### config.mk
export PLATFORM = sky130hd
export DESIGN_NAME = rom_loader_flat
export DESIGN_NICKNAME = d
export VERILOG_FILES = /design/src/rtl/rom_loader_if.sv /design/src/rtl/rom_loader.sv /design/src/flat_wrapper.sv
export SDC_FILE = /design/constraint.sdc
export NUM_CORES = 1
export LEC_CHECK = 0
export ABC_AREA = 0
export BUFFER_PORTS_ARGS = -buffer_cell sky130_fd_sc_hd__buf_2
export CAP_MARGIN = 10
export CORE_MARGIN = 5
export CORE_UTILIZATION = 48
export DETAILED_ROUTE_END_ITERATION = 8
export PLACE_DENSITY = 0.76
export SETUP_SLACK_MARGIN = 0.15
export SLEW_MARGIN = 20
export SYNTH_ARGS = -nofsm -noshare
export SYNTH_HDL_FRONTEND = slang
export SYNTH_SLANG_ARGS = --single-unit
export TNS_END_PERCENT = 10
### constraint.sdc
create_clock -name clk -period 1.8 [get_ports clk]
set_clock_uncertainty 0.15 [all_clocks]
set_input_delay 0.09 -clock clk [delete_from_list [all_inputs] [get_ports clk]]
set_output_delay 0.09 -clock clk [all_outputs]
set_load 0.01 [all_outputs]
### src/rtl/rom_loader_if.sv
// ROM-load bundle. It carries the initiator handshake, the ROM write port and
// the session status signals. The loader uses the slave modport. The initiator
// side (host bridge or test driver) uses the master modport.
interface rom_loader_if #(
  parameter int DATA_WIDTH = 16,
  parameter int ADDR_WIDTH = 15
);
  // Initiator handshake
  logic                  rom_loader_reset;
  logic                  rom_loader_load;
  logic [DATA_WIDTH-1:0] rom_loader_data;
  logic                  rom_loader_load_received;
  logic                  rom_loader_ack;

  // ROM write port
  logic                  mem_we;
  logic [ADDR_WIDTH-1:0] mem_addr;
  logic [DATA_WIDTH-1:0] mem_wdata;
  logic                  mem_ready;

  // Session status
  logic                  loading;
  logic [ADDR_WIDTH:0]   word_count;
  logic                  overflow;

  modport slave (
    input  rom_loader_reset, rom_loader_load, rom_loader_data, mem_ready,
    output rom_loader_load_received, rom_loader_ack,
    output mem_we, mem_addr, mem_wdata,
    output loading, word_count, overflow
  );

  modport master (
    output rom_loader_reset, rom_loader_load, rom_loader_data, mem_ready,
    input  rom_loader_load_received, rom_loader_ack,
    input  mem_we, mem_addr, mem_wdata,
    input  loading, word_count, overflow
  );
endinterface

### src/rtl/rom_loader.sv
// ROM loader. It receives instruction words one at a time over the
// load / load_received / ack handshake and writes them to consecutive ROM
// addresses. The ROM port can stall the write with wait states. The loading
// flag holds the CPU in reset while a load session is in progress. All
// outputs come straight from registers.
module rom_loader #(
  parameter int DATA_WIDTH = 16,
  parameter int ADDR_WIDTH = 15,
  parameter int MAX_WORDS  = 32768
) (
  input  logic         clk,
  input  logic         reset,
  rom_loader_if.slave  bus
);

  localparam logic [0:0] S_IDLE  = 1'b0;
  localparam logic [0:0] S_WRITE = 1'b1;

  localparam logic [ADDR_WIDTH:0] LP_MAX_WORDS = (ADDR_WIDTH+1)'(MAX_WORDS);
  localparam logic [ADDR_WIDTH:0] LP_ONE       = (ADDR_WIDTH+1)'(1);

  logic [0:0]            r_state;
  logic                  r_load_received;
  logic                  r_ack;
  logic                  r_mem_we;
  logic [ADDR_WIDTH-1:0] r_mem_addr;
  logic [DATA_WIDTH-1:0] r_mem_wdata;
  logic                  r_loading;
  logic [ADDR_WIDTH:0]   r_word_count;
  logic                  r_overflow;

  logic                  w_room;
  logic                  w_commit;

  // Words past capacity are still handshaken, but they never reach the ROM.
  assign w_room   = (r_word_count < LP_MAX_WORDS);
  assign w_commit = r_mem_we & bus.mem_ready;

  // Session control, handshake and ROM write sequencing.
  // NOTE: every register here uses <=. All of them update together on the
  // edge, so the IDLE/WRITE decisions see the values from before this edge.
  always_ff @(posedge clk) begin
    if (reset) begin
      r_state         <= S_IDLE;
      r_load_received <= 1'b0;
      r_ack           <= 1'b0;
      r_mem_we        <= 1'b0;
      r_mem_addr      <= '0;
      r_mem_wdata     <= '0;
      r_loading       <= 1'b0;
      r_word_count    <= '0;
      r_overflow      <= 1'b0;
    end else if (bus.rom_loader_reset) begin
      // A new session starts. It wins over load on this edge and aborts any
      // write still in flight.
      r_state         <= S_IDLE;
      r_load_received <= 1'b0;
      r_ack           <= 1'b1;
      r_mem_we        <= 1'b0;
      r_loading       <= 1'b1;
      r_word_count    <= '0;
      r_overflow      <= 1'b0;
    end else begin
      r_load_received <= 1'b0;
      case (r_state)
        S_IDLE: begin
          if (bus.rom_loader_load) begin
            r_mem_wdata     <= bus.rom_loader_data;
            r_mem_addr      <= r_word_count[ADDR_WIDTH-1:0];
            r_load_received <= 1'b1;
            r_ack           <= 1'b0;
            if (w_room) begin
              r_mem_we   <= 1'b1;
            end else begin
              r_overflow <= 1'b1;
            end
            r_state <= S_WRITE;
          end else begin
            // Load is low, so the session ends and the CPU is released.
            r_ack     <= 1'b1;
            r_loading <= 1'b0;
          end
        end
        S_WRITE: begin
          // Data is never sampled here. An initiator that holds load high
          // while it advances data cannot be captured twice.
          if (r_mem_we) begin
            if (w_commit) begin
              r_mem_we     <= 1'b0;
              r_word_count <= r_word_count + LP_ONE;
              r_ack        <= 1'b1;
              r_state      <= S_IDLE;
            end
          end else begin
            // The word was discarded for lack of room. Nothing to commit.
            r_ack   <= 1'b1;
            r_state <= S_IDLE;
          end
        end
        default: r_state <= S_IDLE;
      endcase
    end
  end

  assign bus.rom_loader_load_received = r_load_received;
  assign bus.rom_loader_ack           = r_ack;
  assign bus.mem_we                   = r_mem_we;
  assign bus.mem_addr                 = r_mem_addr;
  assign bus.mem_wdata                = r_mem_wdata;
  assign bus.loading                  = r_loading;
  assign bus.word_count               = r_word_count;
  assign bus.overflow                 = r_overflow;

endmodule

### src/flat_wrapper.sv
// flat-port wrapper written by rule: the top's interface ports become plain ports
module rom_loader_flat 
#(
  parameter int DATA_WIDTH = 16,
  parameter int ADDR_WIDTH = 15,
  parameter int MAX_WORDS  = 32768
)
  (clk, reset, bus_rom_loader_reset, bus_rom_loader_load, bus_rom_loader_data, bus_mem_ready, bus_rom_loader_load_received, bus_rom_loader_ack, bus_mem_we, bus_mem_addr, bus_mem_wdata, bus_loading, bus_word_count, bus_overflow);
  rom_loader_if #(.DATA_WIDTH(DATA_WIDTH), .ADDR_WIDTH(ADDR_WIDTH)) bus_i ();
  input  logic clk;
  input  logic reset;
  input wire logic [$bits(bus_i.rom_loader_reset)-1:0] bus_rom_loader_reset;
  input wire logic [$bits(bus_i.rom_loader_load)-1:0] bus_rom_loader_load;
  input wire logic [$bits(bus_i.rom_loader_data)-1:0] bus_rom_loader_data;
  input wire logic [$bits(bus_i.mem_ready)-1:0] bus_mem_ready;
  output wire logic [$bits(bus_i.rom_loader_load_received)-1:0] bus_rom_loader_load_received;
  output wire logic [$bits(bus_i.rom_loader_ack)-1:0] bus_rom_loader_ack;
  output wire logic [$bits(bus_i.mem_we)-1:0] bus_mem_we;
  output wire logic [$bits(bus_i.mem_addr)-1:0] bus_mem_addr;
  output wire logic [$bits(bus_i.mem_wdata)-1:0] bus_mem_wdata;
  output wire logic [$bits(bus_i.loading)-1:0] bus_loading;
  output wire logic [$bits(bus_i.word_count)-1:0] bus_word_count;
  output wire logic [$bits(bus_i.overflow)-1:0] bus_overflow;
  assign bus_i.rom_loader_reset = bus_rom_loader_reset;
  assign bus_i.rom_loader_load = bus_rom_loader_load;
  assign bus_i.rom_loader_data = bus_rom_loader_data;
  assign bus_i.mem_ready = bus_mem_ready;
  assign bus_rom_loader_load_received = bus_i.rom_loader_load_received;
  assign bus_rom_loader_ack = bus_i.rom_loader_ack;
  assign bus_mem_we = bus_i.mem_we;
  assign bus_mem_addr = bus_i.mem_addr;
  assign bus_mem_wdata = bus_i.mem_wdata;
  assign bus_loading = bus_i.loading;
  assign bus_word_count = bus_i.word_count;
  assign bus_overflow = bus_i.overflow;
  rom_loader #(.DATA_WIDTH(DATA_WIDTH), .ADDR_WIDTH(ADDR_WIDTH), .MAX_WORDS(MAX_WORDS)) u_core (.clk(clk), .reset(reset), .bus(bus_i));
endmodule
==> Word level (Yosys, flattened, before mapping) <==
Index checks and enable logic that the tools add are counted.
W data, S select, Z words.
{ "word_totals": {"ff_bits": 53, "in_bits": 21, "output_inout_bits": 52} }
{ "op_classes": {"n_addsub": 1, "n_lt_le_gt_ge": 1, "n_eq_ne": 5, "muxes": 15, "n_bitwise": 4, "n_reduce_logical": 7} }
{ "ops": {"columns": ["op", "count"], "rows": [
  ["$add A16 B1 Y16 const B", 1],
  ["$lt A16 B16 Y1 const B", 1],
  ["$mux W1", 12],
  ["$reduce_and A3 Y1", 3],
  ["$ne A2 B2 Y1 const B", 3],
  ["$pmux W1 S2", 3],
  ["$ne A4 B4 Y1 const B", 1],
  ["$reduce_and A2 Y1", 2],
  ["$not A1 Y1", 3],
  ["$reduce_or A3 Y1", 1],
  ["$ne A2 B1 Y1 const B", 1],
  ["$reduce_or A2 Y1", 1],
  ["$and A1 B1 Y1", 1]
]} }

==> Longest topological paths before layout <==
Gate-level depths: netlist (run 1).
{ "depth": {"word_depth": 5, "ltp_mapped": 5} }

==> Worst setup path after synthesis (run 1) <==
OpenSTA, ideal clock, no wires.
{ "synth_path": {"kind": "reg2reg", "start": "reg u_core.r_word_count[3] (netlist: u_core.bus.word_count[3])", "end": "reg u_core.r_word_count[13] (netlist: u_core.bus.word_count[13])", "arrival_time_ns": 1.459, "required_time_ns": 1.580, "setup_slack_ns": 0.120, "path_stages_with_launch": 6, "n_path_buf": 1, "cell_sequence": "dfxtp_1 -> and4_1 -> buf_6 -> nand2_4 -> or4_1 -> a21oi_1"} }
{ "synth_via": {"elab_chain_cells": 1} }
{ "synth_lines": {"columns": ["item", "line_no", "text"], "rows": [
  ["from (decl)", "rom_loader.sv:29", "logic [ADDR_WIDTH:0] r_word_count;"],
  ["from (signal assigned)", "rom_loader.sv:90", "r_word_count <= r_word_count + LP_ONE;"],
  ["$add A16 B1 Y16", "rom_loader.sv:90", null]
]} }
Every way passes these cells.
A chain may end at the register's enable or synchronous reset.

==> Worst setup path in the final report (run 1) <==
{ "layout_path": {"start": "in bus_mem_ready", "end": "reg u_core.r_word_count[13] (netlist: u_core.bus.word_count[13])"} }
{ "layout_via": {"elab_chain_cells": 2} }
{ "layout_lines": {"columns": ["item", "line_no", "text"], "rows": [
  ["from (decl)", "flat_wrapper.sv:15", "input wire logic [$bits(bus_i.mem_ready)-1:0] bus_mem_ready;"],
  ["$and A1 B1 Y1", "rom_loader.sv:37", "assign w_commit = r_mem_we & bus.mem_ready;"],
  ["$reduce_and A3 Y1 (no source line)", null, null]
]} }
Every way passes these cells.

==> summary.md, run 1 <==
| Metric | Value |
|---|---|
| Status | completed |
| Starting DRT DRC Count | 78 |
| CTS tree | yes |
| LEAKAGE | 1.210 nW |
| Root buffer cell | clkbuf_8 |
| Slew Limit Fails | 0 |
| # setup viols final | 0 |
| Simple-Gate Fraction of Synth Area | 26.11% |
| Remaining DRCs | 0 |
| # rows | 23 |
| Synthesis Warnings | 0 |
| Critical path capture point type | flip-flop |
| CTS sink cnt | 53 |
| CTS buffer count | 5 |
| Max-Cap Viols | 0 |
| Synthesized area | 1998 µm² |
| H-tree lvl count | 2 |
| Commonest cells post-synth | 70 x nand2_1, 53 x dfxtp_1, 42 x a21oi_1, 15 x nor2_1, 10 x clkbuf_1 |
| XOR/XNOR Fraction of Synth Area | 4.383% |
| Hold_ws | 0.1404 ns |
| Largest net degree at the start of global routing | 35 |
| Initial antenna violation count | 0 |
| Multi-input combinational cell area | 884.6 µm² |
| Synth Area in Compound Gates | 12.40% |
| Top cells by area, synth | dfxtp_1 53%, nand2_1 13%, a21oi_1 11%, xor2_1 3.5%, nor2_1 2.8% |
| Endpoints failing hold | 0 |
| Average cell area after synthesis | 8.156 µm² |
| Core area | 4029 µm² |
| Total congestion overflow | 0 |
| TNS Setup | 0 ns |
| Die area | 5553 µm² |
| Non-Filler Instances | 393 |
| Post-CTS setup buffers | 0 |
| Layout cells sized above 1 | 29.74% |
| Port bufs | 72 |
| RD Place Congestion | 0.8569 |
| Post-Synthesis Cells | 245 |
| Bufs on Longest Clock Path | 2 |
| Worst Slack Setup Final | 0.2331 ns |
| Crit start category | input port |
| GRT Resource Usage Total | 19.90% |
| Top_reg_cell synth | dfxtp_1 |
| Post-Synth Adder-Cell Area | 0.6262% |
| Clock Latency Late Sink | 0.30 ns |
| WL/cell | 13.58 µm |
| Post-synth EDFFs | 0 |
| Synth-to-layout area growth | 38.70% |
| Sequential share of the synthesized area | 53.10% |
| RSZ-0062 raised after global routing | true |
| DP HPWL | 3663 µm |
| Vias | 2,008 |
| Placed insts | 365 |
| Largest family of logic cells by synthesized area | simple AND/OR/NAND/NOR gates |
| Pre-CTS WS | 0.2031 ns |
| Vias in the first global route | 1,982 |
| Peak VDD IR | 0.4116 mV |
| Filler Cell Count | 366 |
| Fmax | 638.2 MHz |
| Slowest cell on crit path | dlygate4sd3_1 |
| Synth area leader | dfxtp_1 |
| Worst path cell trace | dlygate4sd3_1 -> buf_2 -> and3_1 -> nand3_2 -> or4_1 -> a21oi_1 |
| Cell with the most instances after synthesis | nand2_1 |
| FF+latch count, synth | 53 |
| Pwr Density | 732.7 nW/µm² |
| Die width | 74.52 µm |
| Setup CP Type | input port to flip-flop |
| Final period utilization | 87.05% |
| Async S/R FF share, synth | 0% |
| Final wirelength | 5336 µm |
| Post-Syn Nets | 267 |
| Vias/cell | 5.109 |
| Synth unique cells | 26 |
| DRT antenna net count | 0 |
| Post-synth top area share | 53.10% |
| Nets@finish | 364 |
| Fin crit period | 1.567 ns |
| First-pass GRT wire length | 8749 µm |
| Worst path top cell family by delay | simple AND/OR/NAND/NOR gates |
| CP arrival | 1.65 ns |
| CTS clk-pin slew, worst paths | 0.09 ns |
| Final Util | 68.79% |
| N_diodes | 0 |
| Reg area | 1070 µm² |
| Die H | 74.52 µm |
| I/O pins | 73 |
| CP Data Required Time | 1.88 ns |
| Starting density of the core | 49.60% |
| Detailed Routing Iterations Pass 1 | 4 |
| Max incr delay on CP | 0.53 ns |
| Crit-path max FO | 6 |
| Worst slew margin | 54.90% |
| Mux cell area share after synthesis | 0% |
| Slew at the pin closest to its max-slew limit | 0.6764 ns |
| Worst hold path type | input port to flip-flop |
| CP Buf/Inv Count | 2 |
-- cell type report --
type | count | share of cell area, %
repair buffers | 104 | 23.93
flip-flops and latches | 53 | 38.60
clock inverters | 1 | 0.2709
multi-input cells | 176 | 31.92
well taps | 50 | 2.257
inverters | 2 | 0.2709
clock buffers | 7 | 2.754
-- final timing paths --
check | startpoint | endpoint | slack (ns) | cells after the start
hold reg to reg | u_core.bus.mem_wdata[2] | u_core.bus.mem_wdata[2] | 0.30 | 2
setup / recovery | bus_mem_ready | u_core.bus.word_count[13] | 0.23 | 6
hold / removal | reset | u_core.bus.rom_loader_load_received | 0.14 | 3
setup reg to reg | u_core.bus.word_count[4] | u_core.bus.word_count[13] | 0.24 | 4
-- registers in the layout, indices dropped and copies added, names as in the netlist --
name / cells
u_core.bus.word_count: 16
u_core.bus.mem_addr: 15
u_core.bus.rom_loader_load_received: 1
u_core.bus.overflow: 1
u_core.bus.rom_loader_ack: 1
u_core.r_state: 1
u_core.bus.mem_we: 1
u_core.bus.loading: 1
u_core.bus.mem_wdata: 16
-- worst register-to-register path: stages, from the launching register on --
cell and delay, ns:
dfxtp_2 0.39, and4_4 0.26, nand2_4 0.06, or4_1 0.49, a21oi_1 0.14
-- kinds of logic (layout without fill, tap and decap cells) --
family                   after synthesis  after routing
AO/OA/AOI/OAI                         49             49
AND/OR/NAND/NOR                      116            116
buffers and inverters                 16            114
XOR/XNOR                              10             10
flip-flops                            53             53
adder cells (fa/ha/maj)                1              1
-- routing by layer --
metal | vias to the layer above | wire, µm | track usage [%]
met2 | 70 | 2547 | 36.59
met4 | 0 | 37 | 4.545
met5 | - | 0 | 0
met1 | 928 | 2245 | 22.35
met3 | 5 | 505 | 6.216
li1 | 1005 | - | -
-- what timing repair did --
action                     in CTS  in global routing
gates resized for setup         0                  8
hold endpoints to repair       20                  0
hold buffers                   20                  0
setup endpoints to repair       0                  5
-- power by group --
part / internal [mW] / switching (mW)
Combinational: 0.0853 / 0.0942
Clock: 0.276 / 0.370
Sequential: 1.19 / 0.0123
Total: 1.55 / 0.477
-- cell usage in the layout, fill, tap and decap left out, types with 2 or more instances in the layout --
cell type      count
xor2_1             8
inv_1              2
nand2_1           70
nand2b_1           2
nor2_1            14
buf_2             72
dfxtp_1           48
and3_1             2
nand4_1            6
clkbuf_1           2
dlygate4sd3_1     20
and4_4             2
or3_1              4
nand3_1            6
clkbuf_8           5
dfxtp_2            4
buf_4             11
o21ai_0            6
a21oi_1           42
xnor2_1            2
-- stage by stage --
step	total power, mW	cell area, µm²
after floorplan	1.307	2002
after global placement	1.374	2470
after detailed placement	1.376	2470
after CTS	2.052	2754
after global routing	2.124	2771
final	2.031	2771
No activity file was read; power rests on OpenSTA's default activity.
==> inputs of run 2 (changes only) <==
--- a/config.mk
+++ b/config.mk
@@ -11,7 +11,8 @@
 export CORE_MARGIN = 5
 export CORE_UTILIZATION = 48
 export DETAILED_ROUTE_END_ITERATION = 8
-export PLACE_DENSITY = 0.76
+export MAX_ROUTING_LAYER = met4
+export PLACE_DENSITY = 0.9
 export SETUP_SLACK_MARGIN = 0.15
 export SLEW_MARGIN = 20
 export SYNTH_ARGS = -nofsm -noshare
==> summary.md, run 2 (synthesis results as in run 1) <==
| Metric | Value |
|---|---|
| Die H | 74.52 µm |
| Final wirelength | 5328 µm |
| Reg2Reg Depth | 4 |
| Slew at the pin closest to its max-slew limit | 0.4386 ns |
| Largest net degree at the start of global routing | 33 |
| Met3 usage | 4.459% |
| Crit path launch | u_core.bus.word_count[3] |
| H-tree lvl count | 2 |
| RSZ-0062 raised after global routing | true |
| Vias in the first global route | 1,899 |
| Slowest cell on crit path | or4_1 |
| # setup viols final | 0 |
| RD Place Congestion | 0.8854 |
| CP arrival | 1.72 ns |
| GR peak layer | met2 |
| Final period utilization | 91.42% |
| CP Data Required Time | 1.88 ns |
| Non-Filler Instances | 393 |
| I/O pins | 73 |
| Worst hold path type | input port to flip-flop |
| Worst path cell trace | and4_4 -> nand2_4 -> or4_1 -> a21oi_1 |
| Reg power frac | 54.7% |
| DRT antenna net count | 0 |
| Vias | 1,976 |
| Total Power | 2.202 mW |
| CP Buf/Inv Count | 0 |
| Routing usage on met2 | 34.93% |
| Starting density of the core | 49.60% |
| CP Depth | 4 |
| WHS Path Cells | 3 |
| Detailed Routing Iterations Pass 1 | 4 |
| Starting DRT DRC Count | 70 |
| Nets@finish | 364 |
| Clk network pwr share | 37.0% |
| Crit-path max FO | 7 |
| LEAKAGE | 1.231 nW |
| Slew Limit Fails | 0 |
| CTS sink cnt | 53 |
| Critical path capture point type | flip-flop |
| CTS clk-pin slew, worst paths | 0.09 ns |
| Peak VDD IR | 0.4786 mV |
| Switching Share | 21.18% |
| Crit start category | flip-flop |
| First-pass GRT wire length | 8418 µm |
| DP HPWL | 3519 µm |
| Remaining DRCs | 0 |
| Combinational power share | 8.3% |
| Die width | 74.52 µm |
| CTS buffer count | 5 |
| Bufs on Longest Clock Path | 2 |
| Vias/cell | 5.028 |
| Reg2reg start | u_core.bus.word_count[3] |
| TNS Setup | 0 ns |
| Total congestion overflow | 0 |
| Worst slew margin | 70.49% |
| Net switching power | 0.4664 mW |
| Placed insts | 364 |
| Port bufs | 72 |
| GRT Resource Usage Total | 20.13% |
| Die area | 5553 µm² |
| N_diodes | 0 |
| Most frequent cells in the layout | 72 x buf_2, 70 x nand2_1, 50 x dfxtp_1, 42 x a21oi_1, 21 x dlygate4sd3_1 |
| Max-Cap Viols | 0 |
| Root buffer cell | clkbuf_8 |
| Core area | 4029 µm² |
| Status | completed |
| Layout cells sized above 1 | 29.45% |
| Endpoints failing hold | 0 |
| CTS tree | yes |
| Max incr delay on CP | 0.51 ns |
| Fmax | 607.7 MHz |
| Pwr Density | 780.2 nW/µm² |
| Internal | 1.736 mW |
| Clock Latency Late Sink | 0.30 ns |
| Post-CTS setup buffers | 0 |
| Synth-to-layout area growth | 41.27% |
| Most common cell after layout, fill and taps aside | buf_2 |
| Setup CP Type | flip-flop to flip-flop |
| Initial antenna violation count | 0 |
| WL/cell | 13.56 µm |
| # rows | 23 |
| Critical hold path startpoint | reset |
| Fin crit period | 1.646 ns |
| M1 GR Usage | 22.48% |
| Worst path top cell family by delay | simple AND/OR/NAND/NOR gates |
-- run 2: repair_timing --
| action | CTS | global route |
|---|---|---|
| endpoints found under the hold margin | 21 | 0 |
| gates resized for setup | 4 | 3 |
| gates cloned | 0 | 0 |
| setup endpoints to repair | 2 | 3 |
| hold buffers | 21 | 0 |
-- run 2: worst paths after layout --
check	slack, ns	endpoint
hold reg to reg	0.30	u_core.bus.mem_addr[8]
setup / recovery	0.15	u_core.bus.word_count[13]
setup reg to reg	0.15	u_core.bus.word_count[13]
hold / removal	0.12	u_core.bus.mem_addr[1]
-- run 2: stage by stage --
step	util, %	hold slack, ns	area (µm²)	worst slack [ns]
after global routing	70.06	0.1448	2823	0.1236
final	70.06	0.1240	2823	0.1544
after floorplan	-	0.07598	2002	0.1618
after detailed placement	61.43	0.1880	2475	0.1295
after global placement	61.43	0.1812	2475	0.2284
after CTS	69.78	0.1272	2811	0.1528
-- run 2: area by class of cell --
type                    count  area (µm²)
fillers                   336        1206
clock inverters             1       30.03
well taps                  50       62.56
flip-flops and latches     53        1065
clock buffers               7       86.33
multi-input cells         176       893.4
repair buffers            104       678.2
inverters                   2       7.507
-- run 2: metal layers --
metal | share of wire, % | wire length, µm | vias to the layer above
met5 | 0 | 0 | -
met2 | 50 | 2641 | 64
met1 | 42 | 2219 | 896
li1 | - | - | 1007
met3 | 7.0 | 375 | 9
met4 | 1.7 | 90 | 0
-- run 2: power groups by stage --
stage / logic, mW / clock network, mW / registers [mW]
floorplan: 0.0636 / 0 / 1.24
global placement: 0.144 / 0 / 1.23
detailed placement: 0.146 / 0 / 1.23
CTS: 0.182 / 0.849 / 1.20
global route: 0.200 / 0.876 / 1.21
finish: 0.182 / 0.815 / 1.21
-- run 2: worst register-to-register path, stage by stage, from the launching register on --
cell     delay (ns)
dfxtp_2        0.40
and4_4         0.28
nand2_4        0.07
or4_1          0.51
a21oi_1        0.17
